==> src/rtl/ctrl_regs_param.sv <==
// ctrl_regs_param: parametrised per-slave control register file.
//
// Sits between the register command interface and the arbiter/formatter. It holds
// per-slave enable/priority/length, a registered copy of per-slave FIFO availability,
// a one-shot configuration lock and a saturating read-clear error counter.
//
// Optional feature macro: CTRL_REGS_PARAM_SHADOW_EN
//   defined   : CTRL writes land in shadow registers; a write to COMMIT (0x88) copies
//               all shadows to the outputs at once.
//   undefined : CTRL writes drive the outputs directly; 0x88 is unmapped.
//
// Ports:
//   clk_i        clock, all state on rising edge
//   rstn_i       asynchronous active-low reset
//   cmd_i        command: 00 idle, 01 read, 10 write, 11 idle
//   cmd_addr_i   byte address (word aligned)
//   cmd_data_i   write data
//   cmd_data_o   registered read data, holds until the next read
//   slv_avail_i  per-slave availability, slave k at [k*AVAIL_W +: AVAIL_W]
//   slv_len_o    per-slave packet length
//   slv_prio_o   per-slave priority
//   slv_en_o     per-slave enable
module ctrl_regs_param #(
    parameter int unsigned NUM_SLV = 3,
    parameter int unsigned ADDR_W  = 8,
    parameter int unsigned DATA_W  = 32,
    parameter int unsigned LEN_W   = 3,
    parameter int unsigned PRIO_W  = 2,
    parameter int unsigned AVAIL_W = 8
) (
    input  logic                       clk_i,
    input  logic                       rstn_i,
    input  logic [1:0]                 cmd_i,
    input  logic [ADDR_W-1:0]          cmd_addr_i,
    input  logic [DATA_W-1:0]          cmd_data_i,
    output logic [DATA_W-1:0]          cmd_data_o,
    input  logic [NUM_SLV*AVAIL_W-1:0] slv_avail_i,
    output logic [NUM_SLV*LEN_W-1:0]   slv_len_o,
    output logic [NUM_SLV*PRIO_W-1:0]  slv_prio_o,
    output logic [NUM_SLV-1:0]         slv_en_o
);

    localparam logic [1:0] CmdRead  = 2'b01;
    localparam logic [1:0] CmdWrite = 2'b10;

    // Programmer-visible CTRL registers (the shadows when the shadow feature is built)
    logic [NUM_SLV-1:0]         cfg_en_q, cfg_en_d;
    logic [NUM_SLV*PRIO_W-1:0]  cfg_prio_q, cfg_prio_d;
    logic [NUM_SLV*LEN_W-1:0]   cfg_len_q, cfg_len_d;

    logic [NUM_SLV*AVAIL_W-1:0] stat_q;
    logic                       lock_q, lock_d;
    logic [7:0]                 err_q, err_d;
    logic [DATA_W-1:0]          rdata_q, rdata_d;

    logic       is_rd, is_wr, aligned;
    logic       ctrl_hit, stat_hit, lock_hit, err_hit;
    logic [3:0] idx;
    logic       wr_err;

    assign is_rd   = (cmd_i == CmdRead);
    assign is_wr   = (cmd_i == CmdWrite);
    assign aligned = (cmd_addr_i[1:0] == 2'b00);
    assign idx     = cmd_addr_i[5:2];

    assign ctrl_hit = aligned && (cmd_addr_i < ADDR_W'(4 * NUM_SLV));
    assign stat_hit = aligned && (cmd_addr_i >= ADDR_W'(32'h40))
                              && (cmd_addr_i < ADDR_W'(32'h40 + 4 * NUM_SLV));
    assign lock_hit = (cmd_addr_i == ADDR_W'(32'h80));
    assign err_hit  = (cmd_addr_i == ADDR_W'(32'h84));

`ifdef CTRL_REGS_PARAM_SHADOW_EN
    logic commit_hit, commit_ok;
    assign commit_hit = (cmd_addr_i == ADDR_W'(32'h88));
`endif

    always_comb begin
        cfg_en_d   = cfg_en_q;
        cfg_prio_d = cfg_prio_q;
        cfg_len_d  = cfg_len_q;
        lock_d     = lock_q;
        err_d      = err_q;
        rdata_d    = rdata_q;
        wr_err     = 1'b0;
`ifdef CTRL_REGS_PARAM_SHADOW_EN
        commit_ok  = 1'b0;
`endif
        if (is_wr) begin
            if (ctrl_hit) begin
                if (lock_q) begin
                    wr_err = 1'b1;
                end else begin
                    for (int k = 0; k < int'(NUM_SLV); k++) begin
                        if (idx == 4'(k)) begin
                            cfg_en_d[k]                  = cmd_data_i[0];
                            cfg_prio_d[k*PRIO_W +: PRIO_W] = cmd_data_i[PRIO_W:1];
                            cfg_len_d[k*LEN_W +: LEN_W]    = cmd_data_i[PRIO_W+LEN_W:PRIO_W+1];
                        end
                    end
                end
            end else if (lock_hit) begin
                // Set-only: writing 0 is legal and does nothing
                if (cmd_data_i[0]) lock_d = 1'b1;
            end
`ifdef CTRL_REGS_PARAM_SHADOW_EN
            else if (commit_hit) begin
                if (lock_q) wr_err = 1'b1;
                else        commit_ok = 1'b1;
            end
`endif
            else begin
                // STAT, ERR and anything unmapped or misaligned
                wr_err = 1'b1;
            end
        end else if (is_rd) begin
            rdata_d = '0;
            for (int k = 0; k < int'(NUM_SLV); k++) begin
                if (ctrl_hit && idx == 4'(k)) begin
                    rdata_d[0]                   = cfg_en_q[k];
                    rdata_d[PRIO_W:1]            = cfg_prio_q[k*PRIO_W +: PRIO_W];
                    rdata_d[PRIO_W+LEN_W:PRIO_W+1] = cfg_len_q[k*LEN_W +: LEN_W];
                end
                if (stat_hit && idx == 4'(k)) begin
                    rdata_d[AVAIL_W-1:0] = stat_q[k*AVAIL_W +: AVAIL_W];
                end
            end
            if (lock_hit) rdata_d[0] = lock_q;
            if (err_hit) begin
                rdata_d[7:0] = err_q;
                err_d        = 8'h00;
            end
        end

        if (wr_err && (err_q != 8'hFF)) err_d = err_q + 8'd1;
    end

    always_ff @(posedge clk_i or negedge rstn_i) begin
        if (!rstn_i) begin
            cfg_en_q   <= '1;
            cfg_prio_q <= '1;
            cfg_len_q  <= '0;
            stat_q     <= '0;
            lock_q     <= 1'b0;
            err_q      <= 8'h00;
            rdata_q    <= '0;
        end else begin
            cfg_en_q   <= cfg_en_d;
            cfg_prio_q <= cfg_prio_d;
            cfg_len_q  <= cfg_len_d;
            stat_q     <= slv_avail_i;
            lock_q     <= lock_d;
            err_q      <= err_d;
            rdata_q    <= rdata_d;
        end
    end

`ifdef CTRL_REGS_PARAM_SHADOW_EN
    logic [NUM_SLV-1:0]        out_en_q;
    logic [NUM_SLV*PRIO_W-1:0] out_prio_q;
    logic [NUM_SLV*LEN_W-1:0]  out_len_q;

    // Shadow writes and COMMIT never share a cycle, so copying the _q values is atomic
    always_ff @(posedge clk_i or negedge rstn_i) begin
        if (!rstn_i) begin
            out_en_q   <= '1;
            out_prio_q <= '1;
            out_len_q  <= '0;
        end else if (commit_ok) begin
            out_en_q   <= cfg_en_q;
            out_prio_q <= cfg_prio_q;
            out_len_q  <= cfg_len_q;
        end
    end

    assign slv_en_o   = out_en_q;
    assign slv_prio_o = out_prio_q;
    assign slv_len_o  = out_len_q;
`else
    assign slv_en_o   = cfg_en_q;
    assign slv_prio_o = cfg_prio_q;
    assign slv_len_o  = cfg_len_q;
`endif

    assign cmd_data_o = rdata_q;

endmodule

==> config.mk <==
export PLATFORM = sky130hd
export DESIGN_NAME = ctrl_regs_param
export DESIGN_NICKNAME = d
export VERILOG_FILES = /design/src/rtl/ctrl_regs_param.sv
export SDC_FILE = /design/constraint.sdc
export NUM_CORES = 1
export LEC_CHECK = 0
export ABC_AREA = 1
export BUFFER_PORTS_ARGS = -buffer_cell sky130_fd_sc_hd__buf_4
export CAP_MARGIN = 20
export CORE_ASPECT_RATIO = 1.5
export CORE_UTILIZATION = 38
export DETAILED_ROUTE_END_ITERATION = 10
export GPL_TIMING_DRIVEN = 0
export PLACE_DENSITY = 0.62
export RECOVER_POWER = 100
export SLEW_MARGIN = 20
export SYNTH_ARGS = -nofsm -noshare
export SYNTH_HDL_FRONTEND = slang
export SYNTH_SLANG_ARGS = --single-unit
==> constraint.sdc <==
create_clock -name clk_i -period 1.5 [get_ports clk_i]
set_input_delay 0.15 -clock clk_i [delete_from_list [all_inputs] [get_ports clk_i]]
set_output_delay 0.15 -clock clk_i [all_outputs]
set_load 0.005 [all_outputs]
Word-level counts from Yosys, hierarchy flattened
Index checks and enable logic that the tools add are counted.
{ "totals": {"reg_bits": 59, "input_bits": 68, "out_inout_bits": 50} }
{ "op_classes": {"addsub": 1, "order_cmp": 3, "eq_ne": 8, "muxes": 16, "n_bitwise": 3, "reduce_logical": 20} }
{ "op_table": {"columns": ["op", "count"], "rows": [
  ["$mux W8", 8],
  ["$mux W6", 3],
  ["$eq A8 B8 Y1 const B", 2],
  ["$reduce_and A4 Y1", 4],
  ["$logic_and A1 B1 Y1", 10],
  ["$add A8 B1 Y8 const B", 1],
  ["$ge A8 B7 Y1 const B", 1],
  ["$lt A8 B4 Y1 const B", 1],
  ["$lt A8 B7 Y1 const B", 1],
  ["$ne A8 B8 Y1 const B", 1],
  ["$mux W1", 5],
  ["$eq A4 B1 Y1 const B", 1],
  ["$eq A4 B2 Y1 const B", 1],
  ["$logic_not A4 Y1", 1],
  ["$reduce_bool A2 Y1", 2],
  ["$not A1 Y1", 3],
  ["$reduce_and A3 Y1", 1],
  ["$eq A2 B1 Y1 const B", 1],
  ["$eq A2 B2 Y1 const B", 1],
  ["$logic_not A2 Y1", 1],
  ["$ne A2 B1 Y1 const B", 1],
  ["$reduce_and A2 Y1", 1]
]} }

Depth between registers and ports, before layout
Gate-level depths: netlist (run 1).
{ "logic_depth": {"depth_word": 11, "mapped_depth": 12} }

Worst setup path before layout (run 1)
OpenSTA, ideal clock, no wires.
{ "synth_timing": {"kind": "register to register", "from": "register err_q[0]", "to": "register err_q[7]", "setup_time_ps": 127, "arrival_ps": 1261, "required_ps": 1373, "setup_slack_ps": 112, "path_stages_with_launch": 10, "path_buffers": 0, "period_less_slack_ps": 1388, "cell_sequence": "dfrtp_1 > ha_1 > nand3_1 > inv_1 > nand3_1 > nor3_1 > nor2_1 > nand2_2 > nand2_2 > o22ai_1"} }
{ "synth_via": {"elab_chain_len": 4, "elab_cells_between_ends": 8, "cone_classes": "add/sub: 1; eq/ne: 2; mux: 1; reduce/logical: 4"} }
{ "synth_lines": {"columns": ["element", "line_no", "rtl"], "rows": [
  ["from (decl)", "53", "logic [7:0] err_q, err_d;"],
  ["from (signal assigned)", "152", "err_q <= err_d;"],
  ["parallel branches: the longest is 4 deep, another holds $add A8 B1 Y8", null, null]
]} }
Several ways; the timed one is not identified.
A chain may end at the register's enable or synchronous reset.

Worst setup path in the final report (run 1)
{ "layout_timing": {"from": "register err_q[1]", "to": "register err_q[7]"} }
The elaborated chain is that of the path after synthesis.

==> flow_summary_export.csv, run 1 <==
group,metric,value,unit
final_layout,area_growth,42.54,%
worst_setup_path,arrival,1.79,ns
final_layout,diodes,0,
logic_synthesis,synth_seq_cells,59,
sta,setup_slack,-0.07299,ns
drt,drt_iter0_drc,74,
hold_path,min_from,"cmd_data_i[5]",
hold_path,min_path_type,"primary input to register",
sta,max_freq,0.6357,GHz
drt,topRoutingLayerUsed,"met4",
logic_synthesis,synth.distinct_cells,34,
global_routing,grt_max_degree,60,
worst_setup_path,regToRegStartpoint,"err_q[1]",
pwr,finalPower,0.003699,W
drt,vias_per_cell,4.522,
global_routing,grt_pass1_vias,2564,
drt,wirelength,7.298,mm
pwr,power_density,899.4,nW/um2
final_layout,nNetsFinal,521,
sta,fin_skew,0.007315,ns
logic_synthesis,synth_seq_area_share,51.56,%
logic_synthesis,yosysWarnings,0,
drt,wl_met2,4.017,mm
worst_setup_path,regToRegSetupSlack,-0.07,ns
logic_synthesis,synth_area,2885,um2
sta,tightestPinTransition,0.7966,ns
worst_setup_path,reg2reg_to,"err_q[7]",
global_routing,grt.overflow.total,0,
status,outcome,"finished, violations left",
clock_tree,cts_buffers,9,
placement,port_buffers,67,
floorplan,dieArea,7952,um2
drt,wl_met1,2.718,mm
hold_path,hold_depth,3,
global_routing,grt_pass1_wl,11.89,mm
clock_tree,clkTransAtPathRegs,0.07,ns
worst_setup_path,worstPathMaxFanout,4,
drt,drc,0,
logic_synthesis,synth_compound_area_share,9.410,%
placement,gp_congestion,0.8420,
logic_synthesis,yosys.area_share.adder,0.4337,%
logic_synthesis,yosys.area_share.simple,24.24,%
pwr,p_leak,2.096,nW
drt,wire_per_inst,13.13,um
sta,period_share,104.9,%
logic_synthesis,synth-xor-area-share,1.214,%
worst_setup_path,startpoint_type,"register",
floorplan,rows,38,
sta,setup-violations-final,8,
floorplan,die_h,108.7,um
clock_tree,cts.htree.levels,3,
worst_setup_path,cp-end-kind,"register",
logic_synthesis,synthMuxAreaShare,0,%
placement,hpwl,5.224,mm
sta,final_max_slew_viol_count,0,
clock_tree,clock_latency,0.34,ns
floorplan,dieWidth,73.15,um
floorplan,io_pins,118,
logic_synthesis,postSynthCellCount,318,
sta,relSlewSlack,46.89,%
sta,hold_viol,0,
sta,rsz0062_at_grt,"true",
drt,drt_pass1_iterations,4,
drt,ant_nets,0,
global_routing,track_usage,20.37,%
placement,pre_cts_ws,-0.2266,ns
clock_tree,ctsLongestPathBuffers,2,
drt,vias,2514,
logic_synthesis,synth_top_family_by_area,"simple AND/OR/NAND/NOR gates",
worst_setup_path,crit_required,1.71,ns
final_layout,fill_cells,661,
global_routing,antenna_found_initial,0,
flow_run,maxCapViolations,0,
clock_tree,cts-root-buf,"clkbuf_8",
drt,dr_wl_met3,333,um
pwr,ir_worst_vdd,575.3,uV
floorplan,initial_core_util,39.66,%
clock_tree,clock-sinks,59,
clock_tree,tritoncts,"built",
worst_setup_path,rr_worst_depth,9,
worst_setup_path,path_class,"register to register",
sta,min_period,1.573,ns
logic_synthesis,synth_area_per_cell,9.073,um2
floorplan,coreArea,7274,um2
status,violations,"negative setup slack",
hold_path,whs_endpoint,"slv_len_o[5]",
final_layout,layout-drive-gt1-share,34.21,%
[repair_timing]
item                                   CTS  global route
setup endpoints to repair                8            14
endpoints found under the hold margin   74             0
hold buffers                            25             0
pin swaps                                0             3
setup buffers                            5             3
resized for setup                        9             7
[critical path: stages, from the launching register on]
cell	delay (ns)
dfrtp_1	0.39
ha_2	0.21
nand3_2	0.11
inv_2	0.10
nand3_4	0.08
nor3_4	0.19
nor2_2	0.07
nand2_4	0.11
buf_6	0.12
o22ai_1	0.08
[registers in the layout, summed over array words and instances (netlist names)]
name        flops
err_q           8
cmd_data_o      8
lock_q          1
slv_len_o       9
slv_prio_o      6
stat_q         24
slv_en_o        3
[cells in the mapped netlist, drive strengths merged]
cell type | number | share of area [%]
ha | 1 | 0.43
a211oi | 1 | 0.26
nor3 | 5 | 1.4
xor2 | 3 | 0.91
clkbuf | 1 | 0.13
xnor2 | 1 | 0.30
dfrtp | 50 | 43
o22ai | 3 | 0.65
o31ai | 1 | 0.26
nand4 | 5 | 1.1
a21oi | 8 | 1.4
nand3 | 36 | 6.4
conb | 1 | 0.13
nor2 | 14 | 2.9
buf | 29 | 8.0
nand2 | 81 | 12
o211ai | 1 | 0.43
inv | 37 | 4.9
o21ai | 28 | 6.4
nand3b | 1 | 0.26
and3 | 2 | 0.43
dfstp | 9 | 8.2
[metrics by stage]
stage	cells	util (%)	instance area, um2	setup TNS (ns)	hold WS (ns)
after floorplan	341	-	2972	0	-0.1456
final	556	56.54	4113	-0.4370	0.1016
after detailed placement	508	49.48	3600	-1.775	0.2606
after global placement	508	49.48	3600	-1.145	0.2574
after CTS	553	56.36	4100	-0.04750	0.09372
after global routing	556	56.54	4113	-2.066	0.1059
[cells in the final DEF (no fill, tap or decap), drive strengths merged]
cell type,synthesis,final
dfstp,9,9
clkbuf,1,56
buf,29,59
nand3,36,36
o21ai,28,28
o22ai,3,3
xnor2,1,1
o31ai,1,1
ha,1,1
dlygate4sd3,0,25
bufinv,0,1
nand3b,1,1
o211ai,1,1
conb,1,24
xor2,3,3
dfrtp,50,50
nor3,5,5
clkinv,0,2
a21oi,8,8
a211oi,1,1
clkinvlp,0,2
inv,37,37
and3,2,2
nand2,81,81
nand4,5,5
nor2,14,14
[kinds of logic after synthesis]
group | count (synthesis)
AOI/OAI and AO/OA | 42
DFF | 59
xor gates and xnor gates | 4
adders and majority gates | 1
other | 1
and+or+nand+nor | 144
buffers and inverters | 67
[area by class of cell]
| class | instances | area (um2) | area share, % |
|---|---|---|---|
| buffer | 30 | 227.7 | 5.537 |
| clock buffer | 10 | 127.6 | 3.103 |
| clock inverter | 5 | 55.05 | 1.339 |
| inverter | 37 | 141.4 | 3.438 |
| multi-input combinational | 215 | 1135 | 27.59 |
| sequential | 59 | 1488 | 36.17 |
| tap | 100 | 125.1 | 3.042 |
| timing repair buffer | 100 | 813.3 | 19.77 |
[routing by layer]
metal	vias to the layer above	track usage, %
li1	1246	-
met1	1171	21.99
met2	79	36.84
met3	18	4.806
met4	0	9.384
met5	-	0
[report_power, final]
part           switching [W]  internal, W  total [W]
Sequential          0.000101      0.00169    0.00180
Combinational       0.000263     0.000276   0.000539
Clock               0.000613     0.000751    0.00136
[worst max-delay path by stage]
stage / from / endpoint / slack (ns) / depth (start not counted)
3_3_place_gp: err_q[0] / err_q[3] / -0.16 / 9
6_report: err_q[1] / err_q[7] / -0.07 / 9
3_5_place_dp: err_q[0] / err_q[7] / -0.23 / 9
4_1_cts: err_q[1] / err_q[2] / -0.02 / 10
2_1_floorplan: err_q[0] / err_q[7] / 0.11 / 9
5_1_grt: err_q[1] / err_q[0] / -0.17 / 9
Note: power is estimated with default switching activity, not from simulation.
==> inputs of run 2 (changes only) <==
--- a/config.mk
+++ b/config.mk
@@ -7,12 +7,15 @@
 export LEC_CHECK = 0
 export ABC_AREA = 1
 export BUFFER_PORTS_ARGS = -buffer_cell sky130_fd_sc_hd__buf_4
-export CAP_MARGIN = 20
+export CAP_MARGIN = 0
+export CELL_PAD_IN_SITES_DETAIL_PLACEMENT = 1
+export CELL_PAD_IN_SITES_GLOBAL_PLACEMENT = 1
 export CORE_ASPECT_RATIO = 1.5
-export CORE_UTILIZATION = 38
+export CORE_UTILIZATION = 35
+export CTS_BUF_LIST = sky130_fd_sc_hd__clkbuf_16
 export DETAILED_ROUTE_END_ITERATION = 10
 export GPL_TIMING_DRIVEN = 0
-export PLACE_DENSITY = 0.62
+export PLACE_DENSITY = 0.77
 export RECOVER_POWER = 100
 export SLEW_MARGIN = 20
 export SYNTH_ARGS = -nofsm -noshare
==> flow_summary_export.csv, run 2 (synthesized netlist as in run 1, its figures left out) <==
group,metric,value,unit
final_layout,diodes,0,
final_layout,fin_util,52.88,%
placement,dpl_cell_area,3606,um2
status,outcome,"completed",
sta,tightestPinTransition,0.8157,ns
final_layout,fin_area,4234,um2
sta,hold_viol,0,
sta,min_period,1.483,ns
clock_tree,clock-sinks,59,
worst_setup_path,cp-end-kind,"register",
pwr,power_frac_seq,43.4,%
sta,setup_slack,0.01721,ns
worst_setup_path,crit_family,"simple AND/OR/NAND/NOR gates",
worst_setup_path,crit_required,1.71,ns
worst_setup_path,worst-path-buf-inv,1,
floorplan,die_h,113.2,um
global_routing,track_usage,21.39,%
final_layout,layout-drive-gt1-share,35.01,%
sta,setup-violations-final,0,
global_routing,grt_pass1_wl,13.77,mm
hold_path,min_path_type,"primary input to register",
placement,gp_congestion,0.8666,
clock_tree,cts.htree.levels,3,
pwr,power_density,984.9,nW/um2
final_layout,largest_reg_flops,24,
drt,vias_per_cell,4.651,
final_layout,nNetsFinal,521,
clock_tree,clock_latency,0.33,ns
clock_tree,clkTransAtPathRegs,0.05,ns
placement,port_buffers,67,
pwr,clock_power_share,41.8,%
pwr,ir_worst_vdd,837.8,uV
worst_setup_path,path_cells,"buf_4 > nand3_2 > nor2_2 > nand2_2 > nor3_2 > xor2_1 > o22ai_2",
pwr,p_sw_share,26.13,%
sta,relSlewSlack,45.62,%
clock_tree,tritoncts,"built",
pwr,power_frac_comb,14.8,%
global_routing,antenna_found_initial,0,
sta,fin_skew,0.004123,ns
drt,drt_pass1_iterations,4,
floorplan,rows,40,
clock_tree,cts-root-buf,"clkbuf_16",
clock_tree,ctsLongestPathBuffers,2,
global_routing,grt_max_degree,60,
floorplan,coreArea,8008,um2
pwr,p_leak,2.146,nW
worst_setup_path,arrival,1.69,ns
pwr,intPower,0.003080,W
final_layout,largest-register,"stat_q",
drt,wirelength,8.634,mm
drt,wire_per_inst,15.36,um
worst_setup_path,slowest_stage,"dfrtp_1",
drt,vias,2614,
placement,hpwl,5.905,mm
final_layout,final_cell_mix,"nand2_1, buf_4, dfrtp_1, clkbuf_4, inv_1",
sta,max_freq,0.6744,GHz
final_layout,fin_cells,562,
clock_tree,cts_buffers,9,
worst_setup_path,path_class,"register to register",
global_routing,grt.overflow.total,0,
floorplan,dieArea,8618,um2
final_layout,area_growth,46.75,%
sta,period_share,98.85,%
flow_run,maxCapViolations,0,
drt,drc,0,
sta,final_max_slew_viol_count,0,
placement,pre_cts_ws,-0.1735,ns
global_routing,grt_pass1_vias,2826,
floorplan,initial_core_util,36.03,%
final_layout,mostFrequentLayoutCell,"nand2_1",
worst_setup_path,worstPathMaxFanout,2,
placement,placed_cells,513,
drt,ant_nets,0,
sta,rsz0062_at_grt,"true",
worst_setup_path,startpoint_type,"register",
floorplan,dieWidth,76.14,um
floorplan,io_pins,118,
pwr,switching_power,0.001090,W
drt,drt_iter0_drc,54,
worst_setup_path,worst_path_largest_cell_delay,0.39,ns
## run 2: power by group through the flow
stage          combinational, W  sequential [W]  clock (W)
2_1_floorplan          0.000258         0.00178          0
3_3_place_gp           0.000414         0.00180          0
3_5_place_dp           0.000433         0.00181          0
4_1_cts                0.000559         0.00179    0.00176
5_1_grt                0.000682         0.00182    0.00183
6_report               0.000617         0.00181    0.00174
## run 2: metrics by stage
step	setup TNS, ns	total power (W)	hold slack, ns
floorplan	0	0.002041	-0.1456
global placement	-1.180	0.002217	0.2558
detailed placement	-2.263	0.002245	0.2603
CTS	-0.1679	0.004114	0.1043
global route	-1.227	0.004331	0.1133
finish	0	0.004170	0.1037
## run 2: worst paths after layout
kind	from	endpoint	slack, ns	depth (start not counted)
worst max-delay path	err_q[0]	err_q[7]	0.02	7
worst min-delay path	cmd_data_i[2]	slv_prio_o[3]	0.10	3
worst max register to register	err_q[0]	err_q[7]	0.02	7
worst min register to register	cmd_data_o[2]	cmd_data_o[2]	0.48	2
max in group asynchronous	rstn_i	err_q[2]	0.46	2
min in group asynchronous	rstn_i	stat_q[19]	0.48	2
## run 2: tightest hold or removal path, delay by kind of cell
family / cells / cell delay (ns)
AO/OA/AOI/OAI: 1 / 0.07
buffers and inverters: 2 / 0.21
## run 2: layer usage
metal / GRT usage [%] / wire length (um) / vias up
met5: 0 / 0 / -
met4: 11.15 / 214 / 0
met3: 5.645 / 326 / 17
met2: 41.76 / 5065 / 74
met1: 20.11 / 3028 / 1275
li1: - / - / 1248
## run 2: what timing repair did
action,4_1_cts,5_1_grt
endpoints found under the hold margin,74,0
gates resized for setup,12,12
hold buffers,25,0
pin swaps,4,5
endpoints found under the setup margin,10,9
buffers inserted,6,2
gates cloned,0,0
## run 2: area by class of cell
| class | instances | area (um2) |
|---|---|---|
| inverter | 37 | 138.9 |
| fill | 942 | 3774 |
| clock inverter | 7 | 26.28 |
| multi-input combinational | 215 | 1182 |
| tap | 105 | 131.4 |
| buffer | 30 | 227.7 |
| clock buffer | 9 | 225.2 |
| sequential | 59 | 1489 |
| timing repair buffer | 100 | 813.3 |
==> inputs of run 3 (changes only) <==
--- a/config.mk
+++ b/config.mk
@@ -15,8 +15,10 @@
 export CTS_BUF_LIST = sky130_fd_sc_hd__clkbuf_16
 export DETAILED_ROUTE_END_ITERATION = 10
 export GPL_TIMING_DRIVEN = 0
+export HOLD_SLACK_MARGIN = 0.1
 export PLACE_DENSITY = 0.77
 export RECOVER_POWER = 100
+export SETUP_SLACK_MARGIN = 0.3
 export SLEW_MARGIN = 20
 export SYNTH_ARGS = -nofsm -noshare
 export SYNTH_HDL_FRONTEND = slang
==> flow_summary_export.csv, run 3 (synthesized netlist as in run 1, its figures left out) <==
group,metric,value,unit
sta,fin_skew,0.004900,ns
worst_setup_path,worstPathMaxFanout,5,
drt,topRoutingLayerUsed,"met4",
worst_setup_path,crit_required,1.71,ns
sta,rsz0062_at_grt,"true",
drt,wl_met1,3.283,mm
pwr,p_sw_share,26.70,%
sta,period_share,98.81,%
pwr,p_leak,2.266,nW
sta,whs,0.1239,ns
pwr,clock_power_share,41.6,%
clock_tree,clkTransAtPathRegs,0.05,ns
drt,drc,0,
sta,hold_viol,0,
worst_setup_path,reg2reg_to,"err_q[7]",
sta,tns,0,ns
sta,tightestPinTransition,0.8155,ns
floorplan,die_h,113.2,um
placement,gp_congestion,0.8029,
drt,ant_nets,0,
final_layout,area_growth,54.03,%
global_routing,grt.overflow.total,0,
final_layout,fin_area,4444,um2
clock_tree,clock_latency,0.33,ns
drt,vias,2718,
final_layout,largest-register,"stat_q",
placement,pre_cts_ws,-0.1610,ns
clock_tree,tritoncts,"built",
floorplan,coreArea,8008,um2
placement,dpl_cell_area,3631,um2
placement,hpwl,5.920,mm
pwr,power_frac_seq,43.0,%
worst_setup_path,cp-end-kind,"register",
drt,vias_per_cell,4.743,
drt,wire_per_inst,16.00,um
floorplan,dieWidth,76.14,um
worst_setup_path,regToRegSetupSlack,0.02,ns
drt,wl_met2,5.238,mm
floorplan,io_pins,118,
drt,wirelength,9.169,mm
global_routing,track_usage,21.45,%
clock_tree,cts.htree.levels,3,
drt,drt_iter0_drc,116,
clock_tree,ctsLongestPathBuffers,2,
worst_setup_path,startpoint_type,"register",
hold_path,min_path_type,"primary input to register",
pwr,intPower,0.003097,W
final_layout,largest_reg_flops,24,
clock_tree,cts-root-buf,"clkbuf_16",
placement,port_buffers,67,
worst_setup_path,regToRegStartpoint,"err_q[2]",
flow_run,maxCapViolations,0,
drt,drt_pass1_iterations,4,
global_routing,grt_pass1_vias,2863,
global_routing,grt_pass1_wl,14.00,mm
sta,min_period,1.482,ns
sta,setup_slack,0.01779,ns
sta,max_freq,0.6747,GHz
final_layout,fin_util,55.50,%
final_layout,layout-drive-gt1-share,40.81,%
pwr,switching_power,0.001128,W
sta,relSlewSlack,45.64,%
global_routing,antenna_found_initial,0,
worst_setup_path,startpoint,"err_q[2]",
pwr,power_density,950.6,nW/um2
floorplan,rows,40,
clock_tree,cts_buffers,9,
final_layout,diodes,0,
final_layout,nNetsFinal,532,
worst_setup_path,rr_worst_depth,6,
drt,dr_wl_met3,365,um
floorplan,initial_core_util,36.03,%
final_layout,mostFrequentLayoutCell,"buf_4",
sta,final_max_slew_viol_count,0,
final_layout,final_cell_mix,"buf_4, nand2_1, dfrtp_1, inv_1, nand3_1",
sta,setup-violations-final,0,
pwr,power_frac_comb,15.4,%
clock_tree,clock-sinks,59,
pwr,ir_worst_vdd,834.2,uV
global_routing,grt_max_degree,60,
floorplan,dieArea,8618,um2
worst_setup_path,arrival,1.69,ns
worst_setup_path,cp-endpoint,"err_q[7]",
status,outcome,"completed",
final_layout,fill_cells,944,
worst_setup_path,path_class,"register to register",
[run 3: timing repair]
action / in CTS / in global routing
hold buffers: 26 / 0
pin swaps: 8 / 9
endpoints found under the hold margin: 75 / 0
gates resized for setup: 8 / 27
buffers inserted: 12 / 6
endpoints found under the setup margin: 29 / 33
[run 3: power by group through the flow]
stage,Combinational [W],Clock (W),Sequential [W]
2_1_floorplan,0.000266,0,0.00179
3_3_place_gp,0.000423,0,0.00181
3_5_place_dp,0.000453,0,0.00182
4_1_cts,0.000567,0.00177,0.00179
5_1_grt,0.000710,0.00186,0.00183
6_report,0.000650,0.00176,0.00182
[run 3: how the worst min path moves through the flow]
stage	end	cells past startpoint	slack [ns]	start
global placement	cmd_data_o[4]	1	0.26	rstn_i
detailed placement	cmd_data_o[3]	1	0.26	rstn_i
global route	slv_prio_o[4]	3	0.14	cmd_data_i[1]
finish	slv_prio_o[2]	3	0.12	cmd_data_i[1]
CTS	slv_prio_o[4]	3	0.11	cmd_data_i[1]
floorplan	cmd_data_o[0]	0	-0.15	rstn_i
[run 3: layer usage]
| metal | track usage, % | vias up |
|---|---|---|
| met3 | 4.758 | 23 |
| met2 | 41.58 | 93 |
| met5 | 0 | - |
| met1 | 20.98 | 1325 |
| li1 | - | 1277 |
| met4 | 11.28 | 0 |
[run 3: layout make-up]
class                      instances  area [um2]  area share, %
buffer                            30       240.2          5.405
clock buffer                       9       225.2          5.068
clock inverter                     7       27.53         0.6194
inverter                          37       146.4          3.294
multi-input combinational        215        1271          28.60
sequential                        59        1488          33.47
tap                              105       131.4          2.956
timing repair buffer             111       914.6          20.58
[run 3: stage by stage]
stage / power (W) / std cells
floorplan: 0.002056 / 341
global placement: 0.002233 / 513
detailed placement: 0.002269 / 513
CTS: 0.004132 / 567
global route: 0.004397 / 573
finish: 0.004225 / 573
[run 3: worst max-delay path, stage by stage, from the launching register on]
cell and delay (ns):
dfrtp_1 0.48, nand3_2 0.15, nor2_4 0.14, nand2_2 0.09, nor3_4 0.19, xor2_1 0.21
o22ai_2 0.09
